[src/rtl/pipelined_controller.sv]
// Purpose : MIPS ID-stage decoder that carries the control bundle through ID/EX, EX/MEM and MEM/WB,
//           detects load-use hazards, squashes flushed instructions and counts stall cycles.
// Latency : decoded at edge N -> EX_* after N, MEM_* after N+1, WB_* after N+2; Stall is combinational.
// Backpressure: Stall holds PC and IF/ID for one cycle per load-use pair; a bubble is inserted into ID/EX.
// Ports   : Clk/Rst (async active-low); Instruction/InstrValid/Flush from ID; Stall to the fetch logic;
//           EX_*/MEM_*/WB_* per-stage controls; IllegalOp pulse; StallCount saturating counter.
module pipelined_controller #(
   parameter int INSTR_W   = 32,
   parameter int ALUOP_W   = 6,
   parameter int REG_AW    = 5,
   parameter int LINK_REG  = 31,
   parameter int HAZARD_EN = 1,
   parameter int CNT_W     = 16
) (
   input  logic               Clk,
   input  logic               Rst,
   input  logic [INSTR_W-1:0] Instruction,
   input  logic               InstrValid,
   input  logic               Flush,
   output logic               Stall,
   output logic [ALUOP_W-1:0] EX_ALUOp,
   output logic               EX_ALUSrc,
   output logic               EX_Branch,
   output logic               EX_Jump,
   output logic [REG_AW-1:0]  EX_WriteReg,
   output logic               EX_RegWrite,
   output logic               MEM_MemRead,
   output logic               MEM_MemWrite,
   output logic [1:0]         MEM_MemSize,
   output logic [REG_AW-1:0]  MEM_WriteReg,
   output logic               MEM_RegWrite,
   output logic               WB_MemtoReg,
   output logic               WB_Link,
   output logic [REG_AW-1:0]  WB_WriteReg,
   output logic               WB_RegWrite,
   output logic               IllegalOp,
   output logic [CNT_W-1:0]   StallCount
);

   typedef struct packed {
      logic [ALUOP_W-1:0] alu_op;
      logic               alu_src;
      logic               branch;
      logic               jump;
      logic               mem_read;
      logic               mem_write;
      logic [1:0]         mem_size;
      logic               memto_reg;
      logic               link;
      logic [REG_AW-1:0]  wr_reg;
      logic               reg_write;
   } ctrl_t;

   localparam logic [5:0] OP_RTYPE  = 6'b000000;
   localparam logic [5:0] OP_REGIMM = 6'b000001;
   localparam logic [5:0] OP_J      = 6'b000010;
   localparam logic [5:0] OP_JAL    = 6'b000011;
   localparam logic [5:0] OP_BEQ    = 6'b000100;
   localparam logic [5:0] OP_BNE    = 6'b000101;
   localparam logic [5:0] OP_BLEZ   = 6'b000110;
   localparam logic [5:0] OP_BGTZ   = 6'b000111;
   localparam logic [5:0] OP_ADDI   = 6'b001000;
   localparam logic [5:0] OP_ANDI   = 6'b001100;
   localparam logic [5:0] OP_ORI    = 6'b001101;
   localparam logic [5:0] OP_XORI   = 6'b001110;
   localparam logic [5:0] OP_LB     = 6'b100000;
   localparam logic [5:0] OP_LH     = 6'b100001;
   localparam logic [5:0] OP_LW     = 6'b100011;
   localparam logic [5:0] OP_SB     = 6'b101000;
   localparam logic [5:0] OP_SH     = 6'b101001;
   localparam logic [5:0] OP_SW     = 6'b101011;

   logic [5:0]        opcode;
   logic [REG_AW-1:0] rs, rt, rd;
   ctrl_t             dec;
   logic              legal, rs_used, rt_used, reg_dst, hazard;
   ctrl_t             idex_q, idex_d, exmem_q, memwb_q;
   logic              illegal_q, illegal_d;
   logic [CNT_W-1:0]  cnt_q, cnt_d;
   logic              unused_bits;

   assign opcode = Instruction[INSTR_W-1 -: 6];
   assign rs     = Instruction[21 +: REG_AW];
   assign rt     = Instruction[16 +: REG_AW];
   assign rd     = Instruction[11 +: REG_AW];

   // ID-stage decode
   always_comb begin
      dec         = '0;
      dec.alu_op  = ALUOP_W'(opcode);
      legal       = 1'b1;
      rs_used     = 1'b1;
      rt_used     = 1'b0;
      reg_dst     = 1'b0;
      case (opcode)
         OP_RTYPE: begin
            reg_dst = 1'b1; dec.reg_write = 1'b1; dec.memto_reg = 1'b1;
            dec.alu_op = '0; rt_used = 1'b1;
         end
         OP_ADDI, OP_ANDI, OP_ORI, OP_XORI: begin
            dec.alu_src = 1'b1; dec.reg_write = 1'b1; dec.memto_reg = 1'b1;
         end
         OP_LW, OP_LH, OP_LB: begin
            dec.alu_src = 1'b1; dec.mem_read = 1'b1; dec.reg_write = 1'b1;
            dec.mem_size = (opcode == OP_LW) ? 2'b00 : (opcode == OP_LH) ? 2'b01 : 2'b10;
         end
         OP_SW, OP_SH, OP_SB: begin
            dec.alu_src = 1'b1; dec.mem_write = 1'b1; rt_used = 1'b1;
            dec.mem_size = (opcode == OP_SW) ? 2'b00 : (opcode == OP_SH) ? 2'b01 : 2'b10;
         end
         OP_REGIMM, OP_BGTZ, OP_BLEZ: dec.branch = 1'b1;
         OP_BEQ, OP_BNE: begin
            dec.branch = 1'b1; rt_used = 1'b1;
         end
         OP_J: begin
            dec.jump = 1'b1; rs_used = 1'b0;
         end
         OP_JAL: begin
            dec.jump = 1'b1; dec.link = 1'b1; dec.reg_write = 1'b1; rs_used = 1'b0;
         end
         default: legal = 1'b0;
      endcase
      dec.wr_reg = dec.link ? REG_AW'(LINK_REG) : (reg_dst ? rd : rt);
      // writes to $0 are architecturally dead, so drop the enable early
      if (dec.wr_reg == '0) dec.reg_write = 1'b0;
   end

   // Load-use: the load in ID/EX only produces data in MEM, one cycle too late for EX.
   always_comb begin
      hazard = 1'b0;
      if (HAZARD_EN != 0 && InstrValid && !Flush && idex_q.mem_read && idex_q.wr_reg != '0)
         hazard = (rs_used && rs == idex_q.wr_reg) || (rt_used && rt == idex_q.wr_reg);
   end
   assign Stall = hazard;

   // Flush dominates Stall because hazard is already gated by !Flush.
   always_comb begin
      idex_d = dec;
      if (Flush || hazard || !InstrValid || !legal) idex_d = '0;
      illegal_d = InstrValid && !Flush && !hazard && !legal;
      cnt_d = cnt_q;
      if (hazard && cnt_q != '1) cnt_d = cnt_q + CNT_W'(1);
   end

   always_ff @(posedge Clk or negedge Rst) begin
      if (!Rst) begin
         idex_q    <= '0;
         exmem_q   <= '0;
         memwb_q   <= '0;
         illegal_q <= 1'b0;
         cnt_q     <= '0;
      end else begin
         idex_q    <= idex_d;
         exmem_q   <= idex_q;
         memwb_q   <= exmem_q;
         illegal_q <= illegal_d;
         cnt_q     <= cnt_d;
      end
   end

   assign EX_ALUOp     = idex_q.alu_op;
   assign EX_ALUSrc    = idex_q.alu_src;
   assign EX_Branch    = idex_q.branch;
   assign EX_Jump      = idex_q.jump;
   assign EX_WriteReg  = idex_q.wr_reg;
   assign EX_RegWrite  = idex_q.reg_write;
   assign MEM_MemRead  = exmem_q.mem_read;
   assign MEM_MemWrite = exmem_q.mem_write;
   assign MEM_MemSize  = exmem_q.mem_size;
   assign MEM_WriteReg = exmem_q.wr_reg;
   assign MEM_RegWrite = exmem_q.reg_write;
   assign WB_MemtoReg  = memwb_q.memto_reg;
   assign WB_Link      = memwb_q.link;
   assign WB_WriteReg  = memwb_q.wr_reg;
   assign WB_RegWrite  = memwb_q.reg_write;
   assign IllegalOp    = illegal_q;
   assign StallCount   = cnt_q;

   // fields that later stages never look at, plus instruction bits outside the decoded fields
   assign unused_bits = ^{Instruction, exmem_q, memwb_q};

endmodule

[config.mk]
export PLATFORM = sky130hd
export DESIGN_NAME = pipelined_controller
export DESIGN_NICKNAME = d
export VERILOG_FILES = /design/src/rtl/pipelined_controller.sv
export SDC_FILE = /design/constraint.sdc
export NUM_CORES = 1
export LEC_CHECK = 0
export CORE_ASPECT_RATIO = 0.9
export CORE_MARGIN = 2
export CORE_UTILIZATION = 50
export DETAILED_ROUTE_END_ITERATION = 6
export DONT_BUFFER_PORTS = 1
export PLACE_DENSITY = 0.65
export SETUP_SLACK_MARGIN = 0.15
export SLEW_MARGIN = 20
export SYNTH_ARGS = -nofsm -noshare
export SYNTH_HDL_FRONTEND = slang
export SYNTH_SLANG_ARGS = --single-unit
[constraint.sdc]
create_clock -name Clk -period 3.13 [get_ports Clk]
set_clock_uncertainty 0.15 [all_clocks]
set_input_delay 0.1565 -clock Clk [delete_from_list [all_inputs] [get_ports Clk]]
set_output_delay 0.1565 -clock Clk [all_outputs]
set_load 0.005 [all_outputs]
==> results_tabular.tex, run 1 <==
\begin{tabular}{lr}
\hline
Metric & Value \\
\hline
\multicolumn{2}{l}{\textbf{Run status}} \\
\quad Run status & complete, no violations \\
\multicolumn{2}{l}{\textbf{Synth}} \\
\quad Mapped Nets & 257 \\
\quad Synthesized instance count & 220 \\
\quad Synth cell types & 38 \\
\quad Cell area after technology mapping & 0.00254 mm² \\
\quad Sequential cell area fraction in the yosys report & 57.0\% \\
\quad Yosys synthesis warning count & 0 \\
\quad Post-Syn Area per Cell & 11.6 µm² \\
\quad Post-synthesis register bit count & 58 \\
\quad Top cell type by total area after synthesis & sky130\_fd\_sc\_hd\_\_dfrtp\_1 \\
\quad Cell types with the largest area share after synthesis & sky130\_fd\_sc\_hd\_\_dfrtp\_1 57\%, sky130\_fd\_sc\_hd\_\_buf\_4 5.6\%, sky130\_fd\_sc\_hd\_\_xnor2\_1 5.5\% \\
\quad Share of the synthesized area in the top cell type & 57.0\% \\
\multicolumn{2}{l}{\textbf{Detailed routing}} \\
\quad Count of nets left with antenna violations after detail routing & 0 \\
\quad Met3 wirelength from detailed routing & 530 µm \\
\quad Routed met1 length & 2.27 mm \\
\quad First-pass iteration count of the detailed router & 4 \\
\quad Initial drt markers & 82 \\
\quad Total length of routed wires & 5.46 mm \\
\quad Wire length per cell after detailed routing & 18.4 µm \\
\quad Detailed-route DRC error count & 0 \\
\quad Uppermost layer routed & met4 \\
\quad Vias post-DR & 1702 \\
\quad Vias per cell & 5.75 \\
\quad Routed wl met2 & 2.51 mm \\
\multicolumn{2}{l}{\textbf{STA}} \\
\quad Number of setup violations in the final report & 0 \\
\quad Final count of hold timing violations & 0 \\
\quad Maximum clock frequency & 358 MHz \\
\quad Pin slew with the least headroom to its limit & 0.827 ns \\
\quad Final worst path period need & 2.79 ns \\
\quad Unrepaired setup endpoints after global routing & no \\
\quad Fin worst setup slack & 0.340 ns \\
\quad Post-route fraction of the period consumed by the critical path & 89.1\% \\
\quad Final Max Slew Viols & 0 \\
\quad Setup\_tns & 0 ns \\
\quad Max\_slew headroom & 44.5\% \\
\multicolumn{2}{l}{\textbf{Setup path}} \\
\quad Critical path launch point & EX\_WriteReg[1]\$\_DFF\_PN0\_ \\
\quad Critical path startpoint category & register \\
\quad Critical path capture point type & register \\
\quad Register-to-register path setup slack & 0.34 ns \\
\quad Maximum fanout encountered on the critical timing path & 10 \\
\quad Buf/Inv on CP & 2 \\
\quad R2R depth & 7 \\
\quad Required time of the critical path & 3.25 ns \\
\quad Family with the most delay on the worst path & simple AND/OR/NAND/NOR gates \\
\quad Kind of critical path & reg -> reg \\
\quad Slowest-stage cell, CP & sky130\_fd\_sc\_hd\_\_dlygate4sd3\_1 \\
\quad Arrival time worst endpoint & 2.92 ns \\
\quad Worst R2R Start & EX\_WriteReg[1]\$\_DFF\_PN0\_ \\
\quad Endpoint of the worst register-to-register path & EX\_ALUSrc\$\_DFF\_PN0\_ \\
\quad Series of cell instances along the critical path & or4\_1, o211ai\_2, nand4b\_1, o211ai\_1, buf\_4, nor3\_1, dlygate4sd3\_1 \\
\quad Max incr delay on CP & 0.58 ns \\
\multicolumn{2}{l}{\textbf{Clocking}} \\
\quad Maximum buffer depth of the clock tree & 2 \\
\quad Post-CTS resize count & 0 \\
\quad Root cell of the clock tree & sky130\_fd\_sc\_hd\_\_clkbuf\_8 \\
\quad Clock latency on the worst-skew pair & 0.33 ns \\
\quad TritonCTS clock tree & built \\
\quad Clk slew on worst S/H paths & 0.07 ns \\
\quad H-Tree Level Count & 3 \\
\quad Sink count of the clock tree & 58 \\
\quad CTS Buf Count & 9 \\
\multicolumn{2}{l}{\textbf{Cells and area}} \\
\quad Fraction of layout instances using a drive strength above 1 & 9.09\% \\
\quad Area added between synthesis and finish & 14.1\% \\
\quad Number of inserted filler cells in the final layout & 410 \\
\quad Post-route non-filler standard cell count & 296 \\
\quad Combined area of the multi-input logic cells & 892 µm² \\
\quad Finished Core Util & 59.7\% \\
\quad Final-stage net count & 264 \\
\quad Antenna fix cells & 0 \\
\quad Area occupied by registers & 0.00145 mm² \\
\multicolumn{2}{l}{\textbf{Min path}} \\
\quad Path class of the lowest-slack min-delay path & in -> reg \\
\quad HP Start & Instruction[31] \\
\quad Hold path depth & 4 \\
\quad Hold Path End & EX\_RegWrite\$\_DFF\_PN0\_ \\
\multicolumn{2}{l}{\textbf{Die}} \\
\quad Initial Util & 52.3\% \\
\quad Die span in y & 71.7 µm \\
\quad Total I/O pin count & 87 \\
\quad Floorplan die width & 79.2 µm \\
\quad Core region area & 0.00486 mm² \\
\quad Number of placement rows & 24 \\
\quad Die footprint & 0.00568 mm² \\
\multicolumn{2}{l}{\textbf{Global routing}} \\
\quad Vias in the first global route & 1739 \\
\quad Initial antenna violation count & 0 \\
\quad Total Routing Usage GR & 20.3\% \\
\quad Wire length of the first global-routing pass & 8.61 mm \\
\quad Maximum number of pins on one net before global-route repair & 59 \\
\quad Leftover overflow at the end of global routing & 0 \\
\multicolumn{2}{l}{\textbf{Placed design}} \\
\quad Count of port buffers added during placement & 0 \\
\quad Final RePlAce weighted congestion & 0.897 \\
\quad Number of cells after detailed placement & 259 \\
\quad Final HPWL DP & 3.51 mm \\
\quad Pre-CTS worst setup slack & 0.639 ns \\
\multicolumn{2}{l}{\textbf{Flow run}} \\
\quad Maximum Capacitance Violations & 0 \\
\multicolumn{2}{l}{\textbf{Pwr}} \\
\quad VDD IR-drop max & 282 µV \\
\quad Total power density per cell area & 560 mW/mm² \\
\quad Static power due to leakage & 0.00135 µW \\
\hline
\end{tabular}
## registers in the layout, summed over array words and instances (netlist names), 2 cells and up
signal and flops:
MEM_MemSize 2, MEM_WriteReg 5, EX_ALUOp 6, exmem_q 2, EX_WriteReg 5, WB_WriteReg 5
StallCount 16, idex_q 6
## Yosys cell counts (all sizes together)
cell type and count:
mux2i 6, mux2 1, and4 1, a21oi 10
nand3b 1, nand2b 3, conb 1, nand3 5
o2bb2ai 1, o21ai 3, clkbuf 2, a221oi 1
xor2 9, nor3 7, a31oi 2, xnor2 16
buf 25, nor2b 2, nor2 16, and3 5
o211ai 3, nand4 11, nand4b 1, or4 3
a211oi 1, nand2 12, inv 4, nor4 6
and2 1, ha 1, o31a 1, or3 1
dfrtp 58
## layout make-up
type,instances,share of cell area (%)
Sequential cell,58,50.0
Multi-Input combinational cell,131,30.7
Timing Repair Buffer,23,8.44
Clock buffer,13,5.47
Tap cell,65,2.80
Clock inverter,2,2.07
Inverter,4,0.517
## repair_timing
action / CTS / global route
endpoints found under the setup margin: 0 / 0
hold endpoints to repair: 79 / 0
buffers inserted: 0 / 0
hold buffers: 22 / 0
## per-layer routing
metal	global-route usage (%)	up-vias
met4	10.3	0
met5	0	-
met1	26.5	824
met3	6.80	21
met2	30.4	98
li1	-	759
## report_power, final
part,leakage [µW],switching [µW],internal [µW]
registers,0.000804,7.33,759
logic,0.000439,50.9,41.5
clock network,0.000110,278,488
## per-stage QoR
stage               cell area (µm²)  total power, µW  hold WS [ns]
finish                         2900             1630        0.0169
CTS                            2900             1630      0.000785
detailed placement             2450              827        -0.288
global placement               2450              825        -0.288
global route                   2900             1670        0.0184
floorplan                      2540              833        -0.289
## kinds of logic after synthesis
group / Yosys count / share of synthesized area, %
other: 1 / 0.147
buffers and inverters: 31 / 7.92
muxes: 7 / 2.80
and+or+nand+nor: 75 / 16.9
AOI/OAI and AO/OA: 22 / 6.15
adders and majority gates: 1 / 0.492
xor gates and xnor gates: 25 / 8.60
DFF: 58 / 57.0
## cell usage in the layout (no fill, tap or decap), types with 2 or more instances in the layout
master,n
sky130_fd_sc_hd__a21oi_1,10
sky130_fd_sc_hd__a31oi_1,2
sky130_fd_sc_hd__and3_1,5
sky130_fd_sc_hd__bufinv_16,2
sky130_fd_sc_hd__clkbuf_1,2
sky130_fd_sc_hd__clkbuf_8,11
sky130_fd_sc_hd__dfrtp_1,58
sky130_fd_sc_hd__dlygate4sd3_1,21
sky130_fd_sc_hd__inv_1,4
sky130_fd_sc_hd__mux2i_1,6
sky130_fd_sc_hd__nand2_1,12
sky130_fd_sc_hd__nand2b_1,3
sky130_fd_sc_hd__nand3_1,4
sky130_fd_sc_hd__nand4_1,11
sky130_fd_sc_hd__nor2_1,16
sky130_fd_sc_hd__nor2b_1,2
sky130_fd_sc_hd__nor3_1,7
sky130_fd_sc_hd__nor4_1,4
sky130_fd_sc_hd__nor4_4,2
sky130_fd_sc_hd__o211ai_1,2
sky130_fd_sc_hd__o21ai_0,3
sky130_fd_sc_hd__or4_1,3
sky130_fd_sc_hd__xnor2_1,16
sky130_fd_sc_hd__xor2_1,9
## worst reg2reg max path, delay by kind of cell (launching register included)
| family | cells | cell delay, ns |
|---|---|---|
| buf+inv | 2 | 0.79 |
| simple gates | 3 | 0.96 |
| flops | 1 | 0.47 |
| compound gates | 2 | 0.38 |
## worst max-delay path by stage
stage	slack (ns)	endpoint	depth (start not counted)
after global placement	0.69	StallCount[1]$_DFFE_PN0P_	5
after detailed placement	0.64	StallCount[1]$_DFFE_PN0P_	5
after floorplan	0.98	StallCount[12]$_DFFE_PN0P_	7
after global routing	0.22	EX_ALUSrc$_DFF_PN0_	8
final	0.34	EX_ALUSrc$_DFF_PN0_	7
after CTS	0.43	EX_ALUSrc$_DFF_PN0_	7
Power figures use the tool's default switching activity.
==> run 2: changes to the inputs <==
--- a/config.mk
+++ b/config.mk
@@ -10,7 +10,9 @@
 export CORE_UTILIZATION = 50
 export DETAILED_ROUTE_END_ITERATION = 6
 export DONT_BUFFER_PORTS = 1
+export MAX_ROUTING_LAYER = met4
 export PLACE_DENSITY = 0.65
+export RECOVER_POWER = 25
 export SETUP_SLACK_MARGIN = 0.15
 export SLEW_MARGIN = 20
 export SYNTH_ARGS = -nofsm -noshare
==> results_tabular.tex, run 2 (synthesis results as in run 1) <==
\begin{tabular}{lr}
\hline
Metric & Value \\
\hline
\multicolumn{2}{l}{\textbf{Clocking}} \\
\quad Clock latency on the worst-skew pair & 0.33 ns (about the same) \\
\quad Maximum buffer depth of the clock tree & 2 (unchanged) \\
\quad Root cell of the clock tree & sky130\_fd\_sc\_hd\_\_clkbuf\_8 \\
\quad Post-CTS Hold Buffers & 22 (unchanged) \\
\quad H-Tree Level Count & 3 (unchanged) \\
\quad Sink count of the clock tree & 58 (unchanged) \\
\quad Post-CTS setup buffers & 0 (unchanged) \\
\quad TritonCTS clock tree & built \\
\quad Clk slew on worst S/H paths & 0.07 ns (about the same) \\
\quad CTS Buf Count & 9 (unchanged) \\
\quad Post-CTS resize count & 0 (unchanged) \\
\multicolumn{2}{l}{\textbf{Die}} \\
\quad Core region area & 0.00486 mm² (unchanged) \\
\quad Floorplan die width & 79.2 µm (unchanged) \\
\quad Die span in y & 71.7 µm (unchanged) \\
\quad Initial Util & 52.3\% (unchanged) \\
\quad Total I/O pin count & 87 (unchanged) \\
\quad Die footprint & 0.00568 mm² (unchanged) \\
\quad Number of placement rows & 24 (unchanged) \\
\multicolumn{2}{l}{\textbf{Pwr}} \\
\quad Internal power & 1290 µW (-0.25\%) \\
\quad Sw frac & 20.7\% (+0.025 points) \\
\quad Reg power frac & 47.3\% (about the same) \\
\quad Power Total & 1620 µW (-0.22\%) \\
\quad VDD IR-drop max & 284 µV (+0.85\%) \\
\quad Portion of total power attributed to combinational logic & 5.5\% (-0.2 points) \\
\quad Static power due to leakage & 0.00134 µW (-0.63\%) \\
\quad Total power density per cell area & 563 mW/mm² (+0.56\%) \\
\quad Power dissipated by switching net loads & 336 µW (about the same) \\
\quad Clock share of power & 47.2\% (about the same) \\
\multicolumn{2}{l}{\textbf{Cells and area}} \\
\quad Most frequent standard cell in the layout excluding fill and tap cells & sky130\_fd\_sc\_hd\_\_dfrtp\_1 \\
\quad Post-route non-filler standard cell count & 296 (unchanged) \\
\quad Number of inserted filler cells in the final layout & 413 (+0.73\%) \\
\quad Antenna fix cells & 0 (unchanged) \\
\quad Area added between synthesis and finish & 13.2\% \\
\quad Final-stage net count & 264 (unchanged) \\
\quad Leading cell types in the layout, fill and taps excluded & 58 x sky130\_fd\_sc\_hd\_\_dfrtp\_1, 21 x sky130\_fd\_sc\_hd\_\_dlygate4sd3\_1, 16 x sky130\_fd\_sc\_hd\_\_xnor2\_1, 16 x sky130\_fd\_sc\_hd\_\_nor2\_1, 12 x sky130\_fd\_sc\_hd\_\_nand2\_1 \\
\quad Area of all placed cells without fillers & 0.00288 mm² (-0.78\%) \\
\quad Max FFs per register & 16 (unchanged) \\
\quad Fraction of layout instances using a drive strength above 1 & 9.09\% (unchanged) \\
\multicolumn{2}{l}{\textbf{STA}} \\
\quad Pin slew with the least headroom to its limit & 1.40 ns (+0.576 ns) \\
\quad Unrepaired setup endpoints after global routing & no \\
\quad Final worst path period need & 2.79 ns (+0.000928 ns) \\
\quad Setup\_tns & 0 ns (unchanged) \\
\quad Final count of hold timing violations & 0 (unchanged) \\
\quad Final Max Slew Viols & 0 (unchanged) \\
\quad Maximum clock frequency & 358 MHz (about the same) \\
\quad Post-route fraction of the period consumed by the critical path & 89.2\% (about the same) \\
\quad Max\_slew headroom & 6.47\% (-38 points) \\
\quad Number of setup violations in the final report & 0 (unchanged) \\
\quad Fin worst setup slack & 0.339 ns (-0.000928 ns) \\
\multicolumn{2}{l}{\textbf{Setup path}} \\
\quad Critical path startpoint category & register \\
\quad Max incr delay on CP & 0.58 ns (about the same) \\
\quad Family with the most delay on the worst path & simple AND/OR/NAND/NOR gates \\
\quad Register-to-register path setup slack & 0.34 ns (about the same) \\
\quad Buf/Inv on CP & 2 (unchanged) \\
\quad Endpoint of the worst register-to-register path & EX\_ALUSrc\$\_DFF\_PN0\_ \\
\quad Arrival time worst endpoint & 2.92 ns (about the same) \\
\quad Required time of the critical path & 3.26 ns (about the same) \\
\quad Slowest-stage cell, CP & sky130\_fd\_sc\_hd\_\_dlygate4sd3\_1 \\
\quad Worst R2R Start & EX\_WriteReg[1]\$\_DFF\_PN0\_ \\
\quad Maximum fanout encountered on the critical timing path & 10 (unchanged) \\
\quad R2R depth & 7 (unchanged) \\
\quad Kind of critical path & reg -> reg \\
\quad Critical path capture point type & register \\
\quad Series of cell instances along the critical path & or4\_1, o211ai\_2, nand4b\_1, o211ai\_1, buf\_4, nor3\_1, dlygate4sd3\_1 \\
\multicolumn{2}{l}{\textbf{Detailed routing}} \\
\quad Total length of routed wires & 5.50 mm (+0.70\%) \\
\quad Vias post-DR & 1691 (-0.65\%) \\
\quad Wire length per cell after detailed routing & 18.6 µm (+0.70\%) \\
\quad Vias per cell & 5.71 (-0.65\%) \\
\quad Detailed-route DRC error count & 0 (unchanged) \\
\quad Count of nets left with antenna violations after detail routing & 0 (unchanged) \\
\quad First-pass iteration count of the detailed router & 4 (unchanged) \\
\quad Initial drt markers & 77 (-6.1\%) \\
\multicolumn{2}{l}{\textbf{Global routing}} \\
\quad Vias in the first global route & 1728 (-0.63\%) \\
\quad Wire length of the first global-routing pass & 8.63 mm (+0.23\%) \\
\quad Leftover overflow at the end of global routing & 0 (unchanged) \\
\quad Total Routing Usage GR & 21.1\% (+0.77 points) \\
\quad Initial antenna violation count & 0 (unchanged) \\
\quad Maximum number of pins on one net before global-route repair & 59 (unchanged) \\
\multicolumn{2}{l}{\textbf{Placed design}} \\
\quad Count of port buffers added during placement & 0 (unchanged) \\
\quad Final RePlAce weighted congestion & 0.913 (+1.7\%) \\
\quad Area after detailed placement & 0.00245 mm² (unchanged) \\
\quad Number of cells after detailed placement & 259 (unchanged) \\
\quad Final HPWL DP & 3.51 mm (unchanged) \\
\quad Pre-CTS worst setup slack & 0.639 ns (unchanged) \\
\multicolumn{2}{l}{\textbf{Flow run}} \\
\quad Maximum Capacitance Violations & 0 (unchanged) \\
\multicolumn{2}{l}{\textbf{Min path}} \\
\quad Hold Path End & EX\_RegWrite\$\_DFF\_PN0\_ \\
\quad HP Start & Instruction[31] \\
\quad Path class of the lowest-slack min-delay path & in -> reg \\
\quad Hold path depth & 4 (unchanged) \\
\multicolumn{2}{l}{\textbf{Run status}} \\
\quad Run status & complete, no violations \\
\hline
\end{tabular}
-- run 2: area by class of cell --
class,instances,area (µm²),area share (%)
flip-flops and latches,58,1450,50.4
multi-input cells,131,892,31.0
repair buffers,23,223,7.73
clock buffers,13,159,5.51
well taps,65,81.3,2.82
clock inverters,2,60.1,2.08
inverters,4,15.0,0.521
-- run 2: power by group through the flow --
| stage | Combinational, µW | Clock (µW) | Sequential (µW) |
|---|---|---|---|
| final | 89.2 | 766 | 766 |
| after global routing | 98.3 | 807 | 767 |
| after CTS | 91.2 | 776 | 767 |
| after detailed placement | 46.5 | 0 | 781 |
| after global placement | 45.2 | 0 | 780 |
| after floorplan | 55.7 | 0 | 777 |
-- run 2: tightest hold or removal path: cells and delay by family --
| kind | cells | cell delay (ns) |
|---|---|---|
| multiplexers | 1 | 0.05 |
| AO/OA/AOI/OAI | 2 | 0.17 |
| AND/OR/NAND/NOR | 1 | 0.07 |
-- run 2: per-stage QoR --
step                      utilization (%)  hold slack (ns)
after floorplan                         -           -0.289
after global placement               50.3           -0.288
after detailed placement             50.3           -0.288
after CTS                            59.7         0.000785
after global routing                 59.2           0.0140
final                                59.2           0.0175
-- run 2: worst max-delay path by stage --
stage                                        start                          to  slack [ns]  depth (start not counted)
final                     EX_WriteReg[1]$_DFF_PN0_         EX_ALUSrc$_DFF_PN0_        0.34                          7
after global routing               Instruction[29]         EX_ALUSrc$_DFF_PN0_        0.22                          8
after CTS                 EX_WriteReg[1]$_DFF_PN0_         EX_ALUSrc$_DFF_PN0_        0.43                          7
after detailed placement  EX_WriteReg[3]$_DFF_PN0_   StallCount[1]$_DFFE_PN0P_        0.64                          5
after global placement    EX_WriteReg[3]$_DFF_PN0_   StallCount[1]$_DFFE_PN0P_        0.69                          5
after floorplan           EX_WriteReg[3]$_DFF_PN0_  StallCount[12]$_DFFE_PN0P_        0.98                          7
-- run 2: metal layers --
metal | global-route usage, % | vias up | part of all wire, %
met5 | - | - | 0
met1 | 27.0 | 821 | 43
met3 | 7.56 | 17 | 9.3
met2 | 30.3 | 100 | 46
li1 | - | 753 | -
met4 | 9.20 | 0 | 2.1
